$ cat src/rtl/fetch_pkg.sv
// Shared constants and types for the fetch-to-decode instruction queue.
package fetch_pkg;

    localparam int INSTR_W          = 32;
    localparam int FQ_DEPTH_DEFAULT = 4;

    typedef enum logic [1:0] {
        EMPTY,
        PARTIAL,
        FULL
    } fq_occ_e;

endpackage

$ cat src/rtl/fq_ptr.sv
// Wrap-bit pointer register: MSB is the lap bit, low bits index the storage array.
module fq_ptr #(
    parameter int PW = 3
) (
    input  logic          clk,
    input  logic          clear_i,
    input  logic          inc_i,
    output logic [PW-1:0] ptr_o
);

    logic [PW-1:0] ptr_q;
    logic [PW-1:0] ptr_d;

    // Clear beats increment so a flush in the same cycle as a handshake wins.
    always_comb begin
        ptr_d = ptr_q;
        if (clear_i) begin
            ptr_d = '0;
        end else if (inc_i) begin
            ptr_d = ptr_q + PW'(1);
        end
    end

    always_ff @(posedge clk) begin
        ptr_q <= ptr_d;
    end

    assign ptr_o = ptr_q;

endmodule

$ cat src/rtl/fetch_queue.sv
// Circular FIFO of {pc, instr} pairs between fetch and decode, flushed on a taken branch.
module fetch_queue
    import fetch_pkg::*;
#(
    parameter int N     = 64,
    parameter int DEPTH = FQ_DEPTH_DEFAULT
) (
    input  logic                 clk,
    input  logic                 reset,
    input  logic                 flush_F,
    input  logic                 enq_valid_F,
    output logic                 enq_ready_F,
    input  logic [N-1:0]         enq_pc_F,
    input  logic [INSTR_W-1:0]   enq_instr_F,
    output logic                 deq_valid_D,
    input  logic                 deq_ready_D,
    output logic [N-1:0]         deq_pc_D,
    output logic [INSTR_W-1:0]   deq_instr_D,
    output logic [$clog2(DEPTH):0] count_F
);

    localparam int AW = $clog2(DEPTH);
    localparam int PW = AW + 1;

    typedef struct packed {
        logic [N-1:0]       pc;
        logic [INSTR_W-1:0] instr;
    } fq_entry_t;

    fq_entry_t     mem_q [DEPTH];
    fq_entry_t     head;
    logic [PW-1:0] rd_ptr;
    logic [PW-1:0] wr_ptr;
    logic          ptr_clear;
    logic          empty;
    logic          full;
    logic          enq_fire;
    logic          deq_fire;

    // Handshake: a transfer happens on a rising edge where valid && ready; ready
    // and valid outputs come only from the pointer registers, so there is no
    // bypass when full or empty and no combinational path from any input.
    assign ptr_clear = reset || flush_F;
    assign empty     = (rd_ptr == wr_ptr);
    assign full      = (rd_ptr[AW-1:0] == wr_ptr[AW-1:0]) && (rd_ptr[AW] != wr_ptr[AW]);
    assign enq_fire  = enq_valid_F && !full && !ptr_clear;
    assign deq_fire  = deq_ready_D && !empty && !ptr_clear;

    fq_ptr #(.PW(PW)) u_wr_ptr (
        .clk     (clk),
        .clear_i (ptr_clear),
        .inc_i   (enq_fire),
        .ptr_o   (wr_ptr)
    );

    fq_ptr #(.PW(PW)) u_rd_ptr (
        .clk     (clk),
        .clear_i (ptr_clear),
        .inc_i   (deq_fire),
        .ptr_o   (rd_ptr)
    );

    // Storage is deliberately not reset; only the pointers define validity.
    always_ff @(posedge clk) begin
        if (enq_fire) begin
            mem_q[wr_ptr[AW-1:0]] <= '{pc: enq_pc_F, instr: enq_instr_F};
        end
    end

    assign head = mem_q[rd_ptr[AW-1:0]];

    // Zero the payload when empty so stale or reset-time storage never looks like an entry.
    assign enq_ready_F = !full;
    assign deq_valid_D = !empty;
    assign deq_pc_D    = empty ? '0 : head.pc;
    assign deq_instr_D = empty ? '0 : head.instr;
    assign count_F     = wr_ptr - rd_ptr;

endmodule

$ cat config.mk
export PLATFORM = sky130hd
export DESIGN_NAME = fetch_queue
export DESIGN_NICKNAME = d
export VERILOG_FILES = /design/src/rtl/fetch_pkg.sv /design/src/rtl/fq_ptr.sv /design/src/rtl/fetch_queue.sv
export SDC_FILE = /design/constraint.sdc
export NUM_CORES = 1
export LEC_CHECK = 0
export ABC_AREA = 1
export CORE_UTILIZATION = 50
export CTS_CLUSTER_SIZE = 30
export DETAILED_ROUTE_END_ITERATION = 8
export GPL_TIMING_DRIVEN = 0
export PLACE_DENSITY = 0.83
export SLEW_MARGIN = 20
export SYNTH_ARGS = -nofsm -noshare
export SYNTH_HDL_FRONTEND = slang
export SYNTH_HIERARCHICAL = 1
export SYNTH_SLANG_ARGS = --single-unit
$ cat constraint.sdc
create_clock -name clk -period 7.8 [get_ports clk]
set_clock_uncertainty 0.1 [all_clocks]
set_input_delay 1.56 -clock clk [delete_from_list [all_inputs] [get_ports clk]]
set_output_delay 1.56 -clock clk [all_outputs]
set_load 0.02 [all_outputs]
Word level (Yosys, flattened, before mapping)
Memories as Yosys holds them, arrays and structs flattened. A register that Yosys moved wholly into a read port is not among the register bits.
Cells that the tools add are included.

cells by class
  add/subtract/negate cells = 3
  equality and inequality tests = 3
  multiplexer cells = 6
  reductions and logical operators = 9

operators by type and width
  cell                                                            count
  64-bit two-way mux                                              1
  32-bit two-way mux                                              1
  3-bit by 1-bit adder with 3-bit output (second input constant)  2
  1-bit logical AND                                               5
  2-bit two-way mux                                               2
  3-bit equality test                                             1
  1-bit zero test                                                 3
  3-bit subtractor                                                1
  2-bit equality test                                             1
  1-bit two-way mux                                               2
  1-bit logical OR                                                1
  1-bit != test                                                   1

storage, ports and cells
  bits in registers = 6
  RAM bits = 384
  input port bits = 101
  output and inout port bits = 101
  logic and storage cells = 24
  memories = 1

memory list
  memory  words  width  rd ports  clocked after memory_dff  wr ports  line               text
  mem_q   4      96     1         1                         1         fetch_queue.sv:30  fq_entry_t mem_q [DEPTH];

Depth between registers and ports, before layout
Gate-level depths: netlist of run 1.

  depth after elaboration = 7
  gate-level depth with buffers = 12
  depth with buffers taken out = 10

Hierarchy
Netlist of run 1, hierarchy kept.

by module, submodules not included
  module       instances  cells each  area an instance (sq um)
  fetch_queue  1          1,548       16,414.5
  fq_ptr       2          17          125.1

Worst setup path before layout of run 1
OpenSTA, ideal clock, no wires.

  kind = input-to-reg
  start = in flush_F
  end = mem mem_q[0][0] (netlist name), enable pin
  library setup time = 0.552 ns
  arrival = 6.087 ns
  required time = 7.148 ns
  setup slack = 1.061 ns
  stages on the path = 4
  buffers on the path = 0
  cells stage by stage = or2_2 -> nor2_1 -> nand2_1 -> nor2_1

on the way
  cells in the longest elaborated chain, start to end = 5

ends and longest elaborated chain
  item                                     line               text
  from (decl)                              fetch_queue.sv:10  input logic flush_F,
  1-bit logical OR                         fetch_queue.sv:43  assign ptr_clear = reset || flush_F;
  1-bit zero test                          fetch_queue.sv:46  assign enq_fire = enq_valid_F && !full && !ptr_clear;
  1-bit logical AND                        fetch_queue.sv:46
  1-bit two-way mux                        fetch_queue.sv:65  if (enq_fire) begin
  1-bit two-way mux (not written as such)  fetch_queue.sv:66  mem_q[wr_ptr[AW-1:0]] <= '{pc: enq_pc_F, instr: enq_instr_F};
  to (decl)                                fetch_queue.sv:30

No other way between the ends.

Worst setup path in the final report of run 1
  start = reg u_rd_ptr.ptr_q[1] (netlist: u_rd_ptr/ptr_o[1])
  end = out deq_instr_D[18]

on the way
  cells in the longest elaborated chain, start to end = 2

ends and longest elaborated chain
  item                    line               text
  from (decl)             fq_ptr.sv:11       logic [PW-1:0] ptr_q;
  from (signal assigned)  fq_ptr.sv:25       ptr_q <= ptr_d;
  3-bit equality test     fetch_queue.sv:44  assign empty = (rd_ptr == wr_ptr);
  32-bit two-way mux      fetch_queue.sv:76  assign deq_instr_D = empty ? '0 : head.instr;
  to (decl)               fetch_queue.sv:18  output logic [INSTR_W-1:0] deq_instr_D,

No other way between the ends.

==> metrics.yaml, run 1 <==
outcome: "finished, final reports clean"
ctsLongestPathBuffers: 3
design_area_mm2: 0.0209
drt-total-wl_um: 40100
whs_ps: 439
cp-end-kind: "primary output"
row_count: 66
pin_count: 202
path_buf_inv: 6
syn_avg_cell_area_um2: 10.5
io_buffers: 201
cpPeakStageDelay_ps: 540
grt_pass1_vias: 11943
grt-ovfl-total: 0
crit_slowest_cell: "clkdlybuf4s50_1"
rsz0062_at_grt: "no"
grt_pass1_wl_um: 62200
viasPerCell: 5.09
crit_top_cell: "buf_2"
tightestPinTransition_ps: 603
post_cts_buffers: 0
worstPathArrival_ps: 3630
wl_per_cell_um: 17.4
max_freq_ghz: 0.189
cts_resized: 0
drt-initial-drc-count: 923
power_mw: 4.27
setup_viol: 0
cts_inserted_buffers: 40
vias: 11746
postRouteAntennaNets: 0
area_growth_pct: 25.5
ctsHoldBuffers: 0
drv_cap: 0
setup.worst_path.class: "reg -> out"
floorplan.initialDensity_pct: 51.0
dieArea_mm2: 0.0341
gr-usage-all-layers_pct: 24.0
ys_ff_latch: 390
grt_max_degree: 25
path_delay_family: "buffers and inverters"
hold_path_class: "reg -> reg"
ctsRootBufferMaster: "clkbuf_16"
antenna_found_initial: 4
cp-start-kind: "flop"
crit_chain: "buf_2 > clkinv_2 > buf_2 > ha_1 > nand2_1 > nor2_2 > buf_4 > buf_6 > a21oi_1 > clkdlybuf4s50_1"
detailed_place.area_mm2: 0.0197
ir_drop_mv: 0.175
worstPathRequired_ps: 6140
syn_area_mm2: 0.0167
die_width_um: 185
path_max_fanout: 10
ys_seq_area_share_pct: 69.9
ys_warn_count: 6
drive_gt1_share_pct: 7.35
clk_latency_ps: 510
synth_nets: 1688
finalHoldViolCount: 0
p_per_area_mw_per_mm2: 204
p_leak_nw: 8.85
layout_min_cycle_time_ps: 5290
max_slew_margin_pct: 59.7
clk_pin_slew_ps: 60
place_congestion: 0.765
n_fill_cell: 2455
synth_cell_types: 20
core-area_mm2: 0.0327
htree_levels: 2
die_y_um: 185
cts_tree: "yes"
syn_inst: 1582
rrSetupSlack_ps: 4220
drv_slew: 0
period_share_pct: 67.8
drt_drc_violations_left: 0
nets: 1950
dp_hpwl_um: 26000
firstDrtPassIters: 6
clock_sinks: 390
final_util_pct: 63.9
registers in the layout (all words and copies together), names as in the netlist:
register,count
u_wr_ptr/ptr_o,3
mem_q,384
u_rd_ptr/ptr_o,3
routing by layer:
| metal | vias to the layer above | global-route usage, % | routed length (µm) |
|---|---|---|---|
| li1 | 5542 | - | - |
| met1 | 5584 | 28.9 | 15200 |
| met2 | 513 | 42.5 | 20300 |
| met3 | 101 | 4.51 | 3200 |
| met4 | 6 | 9.57 | 1340 |
| met5 | - | 0 | 41 |
where the power goes:
part	internal, mW	switching [mW]
Sequential	2.32	0.00463
Clock	1.02	0.732
Combinational	0.0918	0.103
cell usage after synthesis (all sizes together):
cell type    n  area [µm²]
inv        398        1490
clkinv       1        5.00
or2          1        6.26
a21oi       98         490
edfxtp     384       11500
o21ai        2        10.0
nor2        17        66.3
fa           1        20.0
nand3      195         976
dfxtp        6         120
buf         64         348
clkbuf       9        33.8
nand2      401        1510
ha           4        50.1
xor2         1        8.76
final cells by class:
cell class / count / area (µm²) / area share, %
diodes: 1 / 2.50 / 0.0120
repair buffers: 220 / 2490 / 11.9
multi-input cells: 720 / 3160 / 15.1
plain buffers: 73 / 382 / 1.83
clock buffers: 49 / 1060 / 5.05
flip-flops and latches: 390 / 11700 / 55.7
inverters: 399 / 1500 / 7.17
clock inverters: 14 / 114 / 0.545
well taps: 442 / 553 / 2.64
metrics by stage:
stage               setup TNS, ps  setup slack (ps)  instances
detailed placement              0              2980       2244
floorplan                       0              1060       1582
finish                          0              2510       2308
global placement          -998860             -2660       2225
global route                    0              2310       2307
CTS                             0              2420       2307
cells in the final DEF (no fill, tap or decap), types with 2 or more instances in the layout:
| cell | synthesis | routed |
|---|---|---|
| nand3_1 | 195 | 195 |
| clkinv_2 | 1 | 5 |
| inv_1 | 397 | 397 |
| buf_1 | 2 | 2 |
| clkbuf_1 | 9 | 17 |
| buf_16 | 0 | 13 |
| a21oi_1 | 98 | 98 |
| clkdlybuf4s50_1 | 0 | 201 |
| clkbuf_16 | 0 | 41 |
| bufinv_16 | 0 | 2 |
| nor2_1 | 16 | 12 |
| ha_1 | 4 | 4 |
| o21ai_1 | 2 | 2 |
| nor2_4 | 0 | 4 |
| clkinv_1 | 0 | 7 |
| buf_2 | 56 | 56 |
| buf_6 | 4 | 4 |
| buf_12 | 0 | 6 |
| nand2_1 | 401 | 401 |
| buf_4 | 2 | 2 |
| dfxtp_1 | 6 | 6 |
| edfxtp_1 | 384 | 384 |
final timing paths:
| path | endpoint | cells after the start | startpoint |
|---|---|---|---|
| worst max register to register | mem_q[3][8] | 12 | u_rd_ptr/ptr_o[1] |
| worst min register to register | u_wr_ptr/ptr_o[2] | 2 | u_wr_ptr/ptr_o[2] |
| worst min-delay path | u_wr_ptr/ptr_o[2] | 2 | u_wr_ptr/ptr_o[2] |
| worst max-delay path | deq_instr_D[18] | 10 | u_rd_ptr/ptr_o[1] |
worst reg2reg max path, cell delays in order, from the launching register on:
cell	delay (ps)
dfxtp_1	410
buf_2	290
clkinv_2	210
buf_2	260
ha_1	330
nand2_1	100
inv_1	60
nand2_1	80
nand2_1	240
nor2_4	550
buf_16	240
buf_16	190
buf_16	190
kinds of logic (layout without fill, tap and decap cells):
family | Yosys count | in the layout | synth area share, %
other | 0 | 1 | 0
AOI/OAI and AO/OA | 100 | 100 | 3.00
DFF | 390 | 390 | 69.9
xor gates and xnor gates | 1 | 1 | 0.0526
and+or+nand+nor | 614 | 614 | 15.3
adders and majority gates | 5 | 5 | 0.420
buffers and inverters | 472 | 755 | 11.3
Note: power is estimated with default switching activity, not from simulation.
==> run 2: changes to the inputs <==
==> constraint.sdc (replaced) <==
create_clock -name clk -period 5.3 [get_ports clk]
set_clock_uncertainty 0.1 [all_clocks]
set_input_delay 1.06 -clock clk [delete_from_list [all_inputs] [get_ports clk]]
set_output_delay 1.06 -clock clk [all_outputs]
set_load 0.02 [all_outputs]
==> results of run 2 <==
Same layout as run 1 (identical final DEF). Status: finished, final reports clean.
Among the figures that moved: setup slack after placement 2980 ps -> 976 ps; setup slack after layout 2510 ps -> 509 ps; register-to-register setup slack 4220 ps -> 1720 ps; total power 4.27 mW -> 6.28 mW; worst IR drop on VDD 0.175 mV -> 0.257 mV
==> run 3: changes to the inputs <==
--- a/config.mk
+++ b/config.mk
@@ -10,7 +10,7 @@
 export CTS_CLUSTER_SIZE = 30
 export DETAILED_ROUTE_END_ITERATION = 8
 export GPL_TIMING_DRIVEN = 0
-export PLACE_DENSITY = 0.83
+export PLACE_DENSITY = 0.84
 export SLEW_MARGIN = 20
 export SYNTH_ARGS = -nofsm -noshare
 export SYNTH_HDL_FRONTEND = slang
==> run 3 against run 2 <==
  * Non-clock buffer count increased by 1
  * Sequential share of layout area decreased by 0.47 points
  * Worst hold slack improved by 21 ps
  * Highest routed layer unchanged
  * Sequential cell count unchanged
  * Sequential power about the same
==> metrics.yaml, run 3 (synthesis results as in run 1) <==
outcome: "finished, final reports clean"
period_share_pct: 90.1
gr-usage-all-layers_pct: 23.8  # -0.22 points
p_leak_nw: 8.94  # +1.0%
setup_viol: 0  # unchanged
max_freq_ghz: 0.209
cp-start-kind: "flop"
rsz0062_at_grt: "no"
critPathLaunch: "u_rd_ptr/ptr_o[1]"
use_met1_pct: 29.5  # +0.52 points
drv_slew: 0  # unchanged
firstDrtPassIters: 5  # -1
n_fill_cell: 2405  # -2.0%
tightestPinTransition_ps: 695  # +92.3 ps
drv_cap: 0  # unchanged
nets: 1951  # +0.051%
die_width_um: 185  # unchanged
floorplan.initialDensity_pct: 51.0  # unchanged
cp-end-kind: "primary output"
whs_ps: 459  # +20.9 ps
p_per_area_mw_per_mm2: 304
final_common_cell: "nand2_1"
io_buffers: 201  # unchanged
setup.worst_path.class: "reg -> out"
ctsHoldBuffers: 0  # unchanged
antenna_found_initial: 2  # -2
cts_tree: "yes"
die_y_um: 185  # unchanged
grt_pass1_vias: 11888  # -0.46%
max_slew_margin_pct: 53.5  # -6.2 points
endpoint: "deq_instr_D[16]"
viasPerCell: 5.07  # -0.48%
multiInputGateArea_mm2: 0.00316  # unchanged
clk_latency_ps: 520  # about the same
core-area_mm2: 0.0327  # unchanged
post_cts_buffers: 0  # unchanged
grt_busiest_layer: "met2"
path_max_fanout: 10  # unchanged
use_met3_pct: 4.19  # -0.32 points
worstPathArrival_ps: 3610  # -20 ps
grt-ovfl-total: 0  # unchanged
drt_drc_violations_left: 0  # unchanged
dieArea_mm2: 0.0341  # unchanged
final_util_pct: 64.5  # +0.54 points
worstPathRequired_ps: 4140
wl_per_cell_um: 17.2  # -0.73%
final_cell_mix: "401 x nand2_1, 397 x inv_1, 384 x edfxtp_1"
detailed_place.area_mm2: 0.0198  # +0.37%
clk_pin_slew_ps: 60  # about the same
hp-start: "u_rd_ptr/ptr_o[2]"
postRouteAntennaNets: 0  # unchanged
ctsRootBufferMaster: "clkbuf_16"
vias: 11756  # +0.085%
htree_levels: 2  # unchanged
dp_hpwl_um: 26100  # +0.20%
regArea_mm2: 0.0117  # unchanged
rrSetupSlack_ps: 1630
row_count: 66  # unchanged
pin_count: 202  # unchanged
drt-initial-drc-count: 937  # +1.5%
layout_min_cycle_time_ps: 4770
ir_drop_mv: 0.301
rr_worst_depth: 12  # unchanged
grt_util_met2_pct: 42.1  # -0.42 points
cts_resized: 0  # unchanged
r2r-end: "mem_q[0][88]"
area_growth_pct: 26.5
grt_pass1_wl_um: 61600  # -0.98%
design_area_mm2: 0.0211  # +0.84%
hold_depth: 2  # unchanged
clock_sinks: 390  # unchanged
hold_path_class: "reg -> reg"
place_congestion: 0.752  # -1.7%
finalHoldViolCount: 0  # unchanged
grt_max_degree: 22  # -12%
drt-total-wl_um: 40000  # -0.17%
drive_gt1_share_pct: 7.99  # +0.65 points
cts_inserted_buffers: 40  # unchanged
ctsLongestPathBuffers: 3  # unchanged
largest_reg_flops: 384  # unchanged
reg2reg_from: "u_rd_ptr/ptr_o[1]"
run 3: changes by cell type in the layout (fill, tap and decap cells not counted), moves of 2 or more:
cell / previous run / this run
clkinv_2: 5 / 12
clkinv_1: 7 / 5
inv_6: 0 / 2
buf_16: 13 / 20
buf_12: 6 / 0
run 3: worst min-delay path by stage:
| stage | slack [ps] | end |
|---|---|---|
| 6_report | 460 | u_rd_ptr/ptr_o[2] |
| 3_5_place_dp | 440 | u_rd_ptr/ptr_o[2] |
| 4_1_cts | 450 | u_rd_ptr/ptr_o[2] |
| 3_3_place_gp | 410 | u_rd_ptr/ptr_o[2] |
| 2_1_floorplan | 400 | u_rd_ptr/ptr_o[2] |
| 5_1_grt | 490 | u_wr_ptr/ptr_o[2] |
run 3: where the power goes:
part,internal (mW),switching (mW)
registers,3.42,0.00695
logic,0.136,0.152
clock network,1.59,1.12
total,5.14,1.28
run 3: layout make-up:
| cell class | count | share of cell area, % |
|---|---|---|
| Inverter | 399 | 7.11 |
| Antenna cell | 2 | 0.0237 |
| Sequential cell | 390 | 55.3 |
| Buffer | 73 | 1.81 |
| Timing Repair Buffer | 221 | 12.2 |
| Clock inverter | 23 | 0.938 |
| Tap cell | 442 | 2.62 |
| Multi-Input combinational cell | 720 | 15.0 |
| Clock buffer | 51 | 5.09 |
run 3: stage by stage:
| stage | instances | power [mW] | setup TNS, ps | worst slack [ps] |
|---|---|---|---|---|
| final | 2321 | 6.42 | 0 | 525 |
| after global routing | 2319 | 6.60 | 0 | 337 |
| after CTS | 2319 | 6.46 | 0 | 422 |
| after detailed placement | 2245 | 3.77 | 0 | 1020 |
| after global placement | 2225 | 3.76 | -1724460 | -4520 |
| after floorplan | 1582 | 3.59 | -360410 | -939 |
run 3: worst max-delay path, stage by stage (launching register included):
cell             delay, ps
dfxtp_1                410
buf_2                  280
clkinv_2               200
buf_2                  270
ha_1                   330
nand2_1                 80
nor2_2                 390
buf_4                  320
buf_6                  180
a21oi_1                 70
clkdlybuf4s50_1        550
run 3: layer usage:
| metal | part of all wire (%) | up-vias |
|---|---|---|
| met5 | 0.033 | - |
| met3 | 8.3 | 88 |
| met1 | 39 | 5584 |
| met2 | 51 | 530 |
| li1 | - | 5552 |
| met4 | 2.6 | 2 |
